## src/rtl/fb_draw_sched.sv

```systemverilog
// Per-frame framebuffer scheduler: clears to a background index, starts and paces the
// renderer, and owns the framebuffer write port so clear and draw writes never collide.
module fb_draw_sched #(
  parameter int CIDXW      = 4,
  parameter int ADDRW      = 16,
  parameter int FB_PIXELS  = 57600,
  parameter int FRAME_WAIT = 200,
  parameter int PACE       = 1,
  parameter int LAT_FLUSH  = 3
) (
  input  logic             clk,
  input  logic             rst,
  input  logic             frame,
  input  logic             en,
  input  logic [CIDXW-1:0] bg_cidx,
  input  logic             draw_we,
  input  logic [ADDRW-1:0] draw_addr,
  input  logic [CIDXW-1:0] draw_cidx,
  input  logic             draw_done,
  output logic             draw_start,
  output logic             draw_oe,
  output logic             fb_we,
  output logic [ADDRW-1:0] fb_addr,
  output logic [CIDXW-1:0] fb_cidx,
  output logic             busy,
  output logic             done
);

  typedef enum logic [2:0] {
    S_HOLD, S_IDLE, S_CLEAR, S_START, S_DRAW, S_FLUSH
  } state_t;

  localparam state_t RST_STATE = (FRAME_WAIT == 0) ? S_IDLE : S_HOLD;
  localparam int HOLD_W  = (FRAME_WAIT > 0) ? $clog2(FRAME_WAIT + 1) : 1;
  localparam int FLUSH_W = (LAT_FLUSH > 0) ? $clog2(LAT_FLUSH + 1) : 1;
  localparam logic [ADDRW-1:0]   CLR_LAST   = ADDRW'(FB_PIXELS - 1);
  localparam logic [HOLD_W-1:0]  HOLD_LAST  = HOLD_W'((FRAME_WAIT > 0) ? FRAME_WAIT - 1 : 0);
  localparam logic [FLUSH_W-1:0] FLUSH_LAST = FLUSH_W'((LAT_FLUSH > 0) ? LAT_FLUSH - 1 : 0);
  localparam logic               FLUSH_FWD  = (LAT_FLUSH > 0);
  localparam logic               PACED      = (PACE != 0);

  state_t             state, state_nxt;
  logic [HOLD_W-1:0]  hold_cnt;
  logic [ADDRW-1:0]   clr_cnt;
  logic [FLUSH_W-1:0] flush_cnt;
  logic [CIDXW-1:0]   bg_q;
  logic               clr_last, flush_last, fwd;

  always_ff @(posedge clk) begin
    if (rst) state <= RST_STATE;
    else     state <= state_nxt;
  end

  always_comb begin
    state_nxt  = state;
    clr_last   = (clr_cnt == CLR_LAST);
    flush_last = (flush_cnt == FLUSH_LAST);
    fwd        = (state == S_DRAW) || ((state == S_FLUSH) && FLUSH_FWD);
    case (state)
      S_HOLD:  if (frame && (hold_cnt == HOLD_LAST)) state_nxt = S_IDLE;
      S_IDLE:  if (frame && en) state_nxt = S_CLEAR;
      S_CLEAR: if (clr_last) state_nxt = S_START;
      S_START: state_nxt = S_DRAW;
      S_DRAW:  if (draw_done) state_nxt = S_FLUSH;
      S_FLUSH: if (flush_last) state_nxt = S_IDLE;
      default: state_nxt = RST_STATE;
    endcase
  end

  // Background colour is captured only on the frame that launches a schedule
  always_ff @(posedge clk) begin
    if ((state == S_IDLE) && frame && en) bg_q <= bg_cidx;
  end

  // Output stage: every port is registered one cycle behind the internal source
  always_ff @(posedge clk) begin
    if (rst) begin
      hold_cnt   <= '0;
      clr_cnt    <= '0;
      flush_cnt  <= '0;
      draw_start <= 1'b0;
      draw_oe    <= 1'b0;
      fb_we      <= 1'b0;
      fb_addr    <= '0;
      fb_cidx    <= '0;
      busy       <= 1'b0;
      done       <= 1'b0;
    end else begin
      if ((state == S_HOLD) && frame) hold_cnt <= hold_cnt + 1'b1;
      if (state == S_IDLE)       clr_cnt <= '0;
      else if (state == S_CLEAR) clr_cnt <= clr_cnt + 1'b1;
      if (state == S_DRAW)       flush_cnt <= '0;
      else if (state == S_FLUSH) flush_cnt <= flush_cnt + 1'b1;

      draw_start <= (state == S_CLEAR) && clr_last;
      draw_oe    <= (state == S_DRAW) && (PACED ? frame : 1'b1);
      // busy drops in the same cycle done pulses
      busy       <= (state == S_CLEAR) || (state == S_START) || (state == S_DRAW) ||
                    ((state == S_FLUSH) && !flush_last);
      done       <= (state == S_FLUSH) && flush_last;
      fb_we      <= (state == S_CLEAR) || (fwd && draw_we);
      if (state == S_CLEAR) begin
        fb_addr <= clr_cnt;
        fb_cidx <= bg_q;
      end else if (fwd && draw_we) begin
        fb_addr <= draw_addr;
        fb_cidx <= draw_cidx;
      end
    end
  end

endmodule
```

## config.mk

```make
export PLATFORM = sky130hd
export DESIGN_NAME = fb_draw_sched
export DESIGN_NICKNAME = d
export VERILOG_FILES = /design/src/rtl/fb_draw_sched.sv
export SDC_FILE = /design/constraint.sdc
export NUM_CORES = 1
export LEC_CHECK = 0
export CORE_ASPECT_RATIO = 0.8
export CORE_UTILIZATION = 50
export DETAILED_ROUTE_END_ITERATION = 16
export PLACE_DENSITY = 0.81
export SKIP_LAST_GASP = 1
export SLEW_MARGIN = 25
export SYNTH_ARGS = -nofsm -noshare
export SYNTH_HDL_FRONTEND = slang
export SYNTH_SLANG_ARGS = --single-unit
```

## constraint.sdc

```tcl
create_clock -name clk -period 1.9 [get_ports clk]
set_input_delay 0.475 -clock clk [delete_from_list [all_inputs] [get_ports clk]]
set_output_delay 0.475 -clock clk [all_outputs]
set_load 0.03 [all_outputs]
```

Word-level counts from Yosys, hierarchy flattened
Cells that the tools add are included.
Storage, ports and cells
  flip-flop bits (word level): 58
  bits of input ports: 30
  output and inout bits: 25
  word-level logic and storage cells: 59
Cells by class
  $add $sub $neg: 3
  equality and inequality tests: 13
  muxes and demuxes: 10
  reductions and logical operators: 21
Operator list (number)
  2-to-1 mux 16 bit: 2
  case mux 3 bit (6 select lines): 1
  adder 16 x 1 -> 16 bit (second input constant): 1
  equality test 16 bit (second input constant): 1
  2-to-1 mux 3 bit: 5
  logical AND 1 bit: 10
  inequality test 2 bit (second input constant): 5
  adder 8 x 1 -> 8 bit (second input constant): 1
  equality test 8 bit (second input constant): 1
  2-to-1 mux 4 bit: 2
  equality test 3 x 2 -> 1 bit (second input constant): 2
  equality test 3 bit (second input constant): 2
  logical OR 1 bit: 5
  AND reduction 5 bit: 1
  OR reduction 2 bit: 2
  equality test 3 x 1 -> 1 bit (second input constant): 1
  logical NOT 3 bit: 1
  adder 2 x 1 -> 2 bit (second input constant): 1
  equality test 2 bit (second input constant): 1
  nonzero test 2 bit: 1
  logical NOT 1 bit: 1

Depth between registers and ports, before layout
Gate-level depths: netlist of run 1.
  depth after elaboration: 5
  gate-level depth with buffers: 6
  depth with buffers taken out: 5

Worst setup path before layout of run 1
Ideal clock, no wire load.
  path kind: register to register
  from: register state[1]
  to: register clr_cnt[12]
  library setup time: 135 ps
  arrival time: 1655 ps
  data required time: 1765 ps
  setup slack: 110 ps
  stages on the path, launching flop included: 6
  path buffers: 1
  clock period less this slack: 1790 ps
  cells stage by stage: dfxtp_1 -> buf_2 -> or3b_2 -> or2_2 -> o311ai_0 -> o41ai_1
Between the ends
  cells in the longest elaborated chain, start to end: 2
  elaborated cells on any way between the ends: 3
  those cells by class: eq/ne: 2; reduce/logical: 1
Ends and longest elaborated chain
  from (decl): line 42  | state_t state, state_nxt;
  from (signal assigned): line 51  | else state <= state_nxt;
  equality test 3 x 1 -> 1 bit: line 90  | if (state == S_IDLE) clr_cnt <= '0;
  OR reduction 2 bit (no source line)
  to (signal assigned): line 91  | else if (state == S_CLEAR) clr_cnt <= clr_cnt + 1'b1;
  to (decl): line 44  | logic [ADDRW-1:0] clr_cnt;
Several ways; a longest one is shown, not always the timed one.
A chain may end at the register's enable or synchronous reset.

Worst setup path after layout of run 1
  from: register clr_cnt[8]
  to: register state[0]
Between the ends
  cells in the longest elaborated chain, start to end: 3
Ends and longest elaborated chain
  equality test 16 bit: line 56  | clr_last = (clr_cnt == CLR_LAST);
  inequality test 2 bit (no source line)
  AND reduction 5 bit (no source line)
Every way passes these cells.

==> flow_metrics.py, run 1 <==
metrics = {
    "worst_setup_path": {
        "crit_type": "reg2reg",
        "max_stage_delay_ps": 530,
        "path_cells": "or4b_1 -> or4_1 -> a211o_1 -> o21ai_2",
        "crit_buf_inv": 0,
        "crit_arrival_ps": 2120,
        "crit_required_ps": 2180,
        "critPathTopFamily": "simple AND/OR/NAND/NOR gates",
        "startpoint_type": "register",
        "cp_max_fo": 2,
        "crit_path_top_delay_cell": "or4_1",
        "r2r_slack_ps": 60,
        "end_kind": "register",
    },
    "floorplan": {
        "die_w_um": 81.6,
        "row_count": 22,
        "die_h_um": 65.7,
        "io_pins": 55,
        "initial_core_util_pct": 53.6,
        "die-area_um2": 5370,
        "coreArea_um2": 4730,
    },
    "detailed_routing": {
        "ant_nets": 0,
        "drt_iter0_drc": 154,
        "drc": 0,
        "routed.top_layer": "met4",
        "firstDrtPassIters": 4,
        "routed_via_density": 5.52,
        "via_count": 2241,
        "wl_per_cell_um": 14.4,
        "met3_length_um": 419,
        "wl_met1_um": 2750,
        "wl_met2_um": 2640,
        "wl_um": 5850,
    },
    "clocking": {
        "cts_buffers": 9,
        "hold_buffers": 0,
        "cts_resized": 0,
        "clock_latency_ps": 340,
        "h-tree-depth": 3,
        "cts_tree": "yes",
        "root_buffer": "clkbuf_8",
        "clk_pin_slew_ps": 60,
        "post_cts_buffers": 0,
        "cts_buffer_depth": 2,
        "cts.sinks": 58,
    },
    "sta": {
        "worst_pin_slew_ps": 450,
        "finalWorstSetupSlack_ps": 59.7,
        "slew_headroom_pct": 70.0,
        "hold_slack_ps": 455,
        "min_period_ps": 1840,
        "min_period_over_period_pct": 96.9,
        "drv_slew": 0,
        "skew_ps": 3.89,
        "finalHoldViolations": 0,
        "rsz0062_at_grt": "yes",
        "fmax_mhz": 543,
        "finalSetupViolCount": 0,
    },
    "global_routing": {
        "grt_pass1_vias": 2062,
        "grt_use_total_pct": 23.9,
        "grt_remaining_overflow": 0,
        "grt_pass1_wl_um": 9510,
        "antenna_found_initial": 0,
        "grt_max_degree": 48,
    },
    "power": {
        "p_leak_uw": 0.00140,
        "ir_drop_mv": 0.608,
        "power-per-cell-area_nw_per_um2": 796,
    },
    "logic_synthesis": {
        "synth_cell_types": 45,
        "async_flop_share_pct": 0,
        "netlist_area_um2": 2540,
        "synth_flop_cell": "dfxtp_1",
        "synth_nets": 304,
        "synth_edf_count": 4,
        "syn_inst": 271,
        "yosys_warnings": 0,
        "synth.yosys.seq_area_share_pct": 47.3,
        "synth-seq-cells": 58,
        "avgSynthCellArea_um2": 9.36,
    },
    "place": {
        "gp_congestion": 0.814,
        "dp_hpwl_um": 3950,
        "place_area_um2": 3260,
        "io_buffer_count": 54,
        "preCtsSetupSlack_ps": 48.5,
    },
    "final_layout": {
        "drive_gt1_share_pct": 13.9,
        "fin_area_um2": 3450,
        "diodes": 0,
        "area_growth_syn_to_layout_pct": 36.1,
        "layout.nets": 374,
    },
    "worst_hold_path": {
        "hold_path_class": "reg2reg",
    },
    "run": {
        "max_cap_viol_count": 0,
    },
    "status": {
        "status": "finished clean",
    },
}
[registers in the layout, indices dropped and copies added, names as in the netlist]
name        count
fb_cidx         4
clr_cnt        16
state           3
fb_addr        16
bg_q            4
draw_start      1
flush_cnt       2
busy            1
draw_oe         1
fb_we           1
done            1
hold_cnt        8
[cells in the mapped netlist (3+ instances only)]
library cell  number  area share (%)
clkbuf_1           8             1.2
buf_1              4            0.59
a21oi_1           11             2.2
a211oi_1          19             5.6
nand3_1            8             1.6
nor3_1             4            0.79
o41ai_1            3             1.0
xnor2_1            6             2.1
dfxtp_1           54              43
mux2i_1           20             7.9
inv_1              4            0.59
nand4_1            8             2.0
and3_1             4            0.99
edfxtp_1           4             4.7
buf_2              5            0.99
or3_1              4            0.99
xor2_1            10             3.5
ha_1               3             1.5
nand2_1           15             2.2
nor2_1            44             6.5
[worst paths after layout]
kind,startpoint,to,cells past startpoint
max,clr_cnt[8],state[0],4
min,flush_cnt[0],flush_cnt[0],2
max reg2reg,clr_cnt[8],state[0],4
min reg2reg,flush_cnt[0],flush_cnt[0],2
[placed cells by master, fill, tap and decap left out, types with 3 or more instances in the layout]
master           Yosys  final
xnor2_1              6      6
and3_1               4      4
nor2_1              44     44
nor3_1               4      4
a21oi_1             11     11
ha_1                 3      3
clkinv_2             0      3
dfxtp_1             54     52
mux2i_1             20     20
xor2_1              10     10
nand3_1              8      8
o41ai_1              3      3
nand2_1             15     15
inv_1                4      4
buf_4                0     21
clkdlybuf4s50_1      0     54
nand4_1              8      8
edfxtp_1             4      4
or3_1                4      4
clkbuf_8             0      9
a211oi_1            19     19
[logic make-up (layout without fill, tap and decap cells)]
group | after synthesis | after routing | share of synthesized area, %
and+or+nand+nor | 107 | 107 | 21.5
DFF | 58 | 58 | 47.3
AOI/OAI and AO/OA | 46 | 46 | 12.9
buffers and inverters | 21 | 96 | 3.35
muxes | 20 | 20 | 7.89
xor gates and xnor gates | 16 | 16 | 5.52
adders and majority gates | 3 | 3 | 1.48
[per-layer routing]
layer | vias up | track usage (%)
li1 | 1115 | -
met1 | 1052 | 31.7
met2 | 70 | 35.3
met3 | 4 | 9.58
met4 | 0 | 7.46
met5 | - | 0
[report_power, final]
group          leakage (uW)  total (uW)  switching [uW]  internal (uW)
combinational      0.000831         388             202            186
sequential         0.000473        1300            23.4           1270
clock             0.0000939        1060             477            588
[worst min-delay path: stages (launching register included)]
cell,delay [ps]
dfxtp_1,310
nand2_1,50
a21oi_1,50
[layout make-up]
| type | count | area, um2 |
|---|---|---|
| Fill cell | 334 | 1280 |
| Multi-Input combinational cell | 192 | 1260 |
| Sequential cell | 58 | 1200 |
| Timing Repair Buffer | 76 | 718 |
| Clock buffer | 9 | 124 |
| Tap cell | 60 | 75.1 |
| Clock inverter | 7 | 60.1 |
| Inverter | 4 | 15.0 |
[through the flow]
stage	total power, uW	TNS, ps	std cells	utilization, %
2_1_floorplan	1540	0	271	-
3_3_place_gp	1700	0	390	68.9
4_1_cts	2770	0	406	72.8
5_1_grt	2870	-1.82	406	72.9
3_5_place_dp	1710	0	390	68.9
6_report	2750	0	406	72.9
Note: power is estimated with default switching activity, not from simulation.
==> inputs of run 2 (changes only) <==
- GPL_ROUTABILITY_DRIVEN: not set -> 0
==> results of run 2 <==
Same layout as run 1: the final DEF is identical, and so are final timing and power.
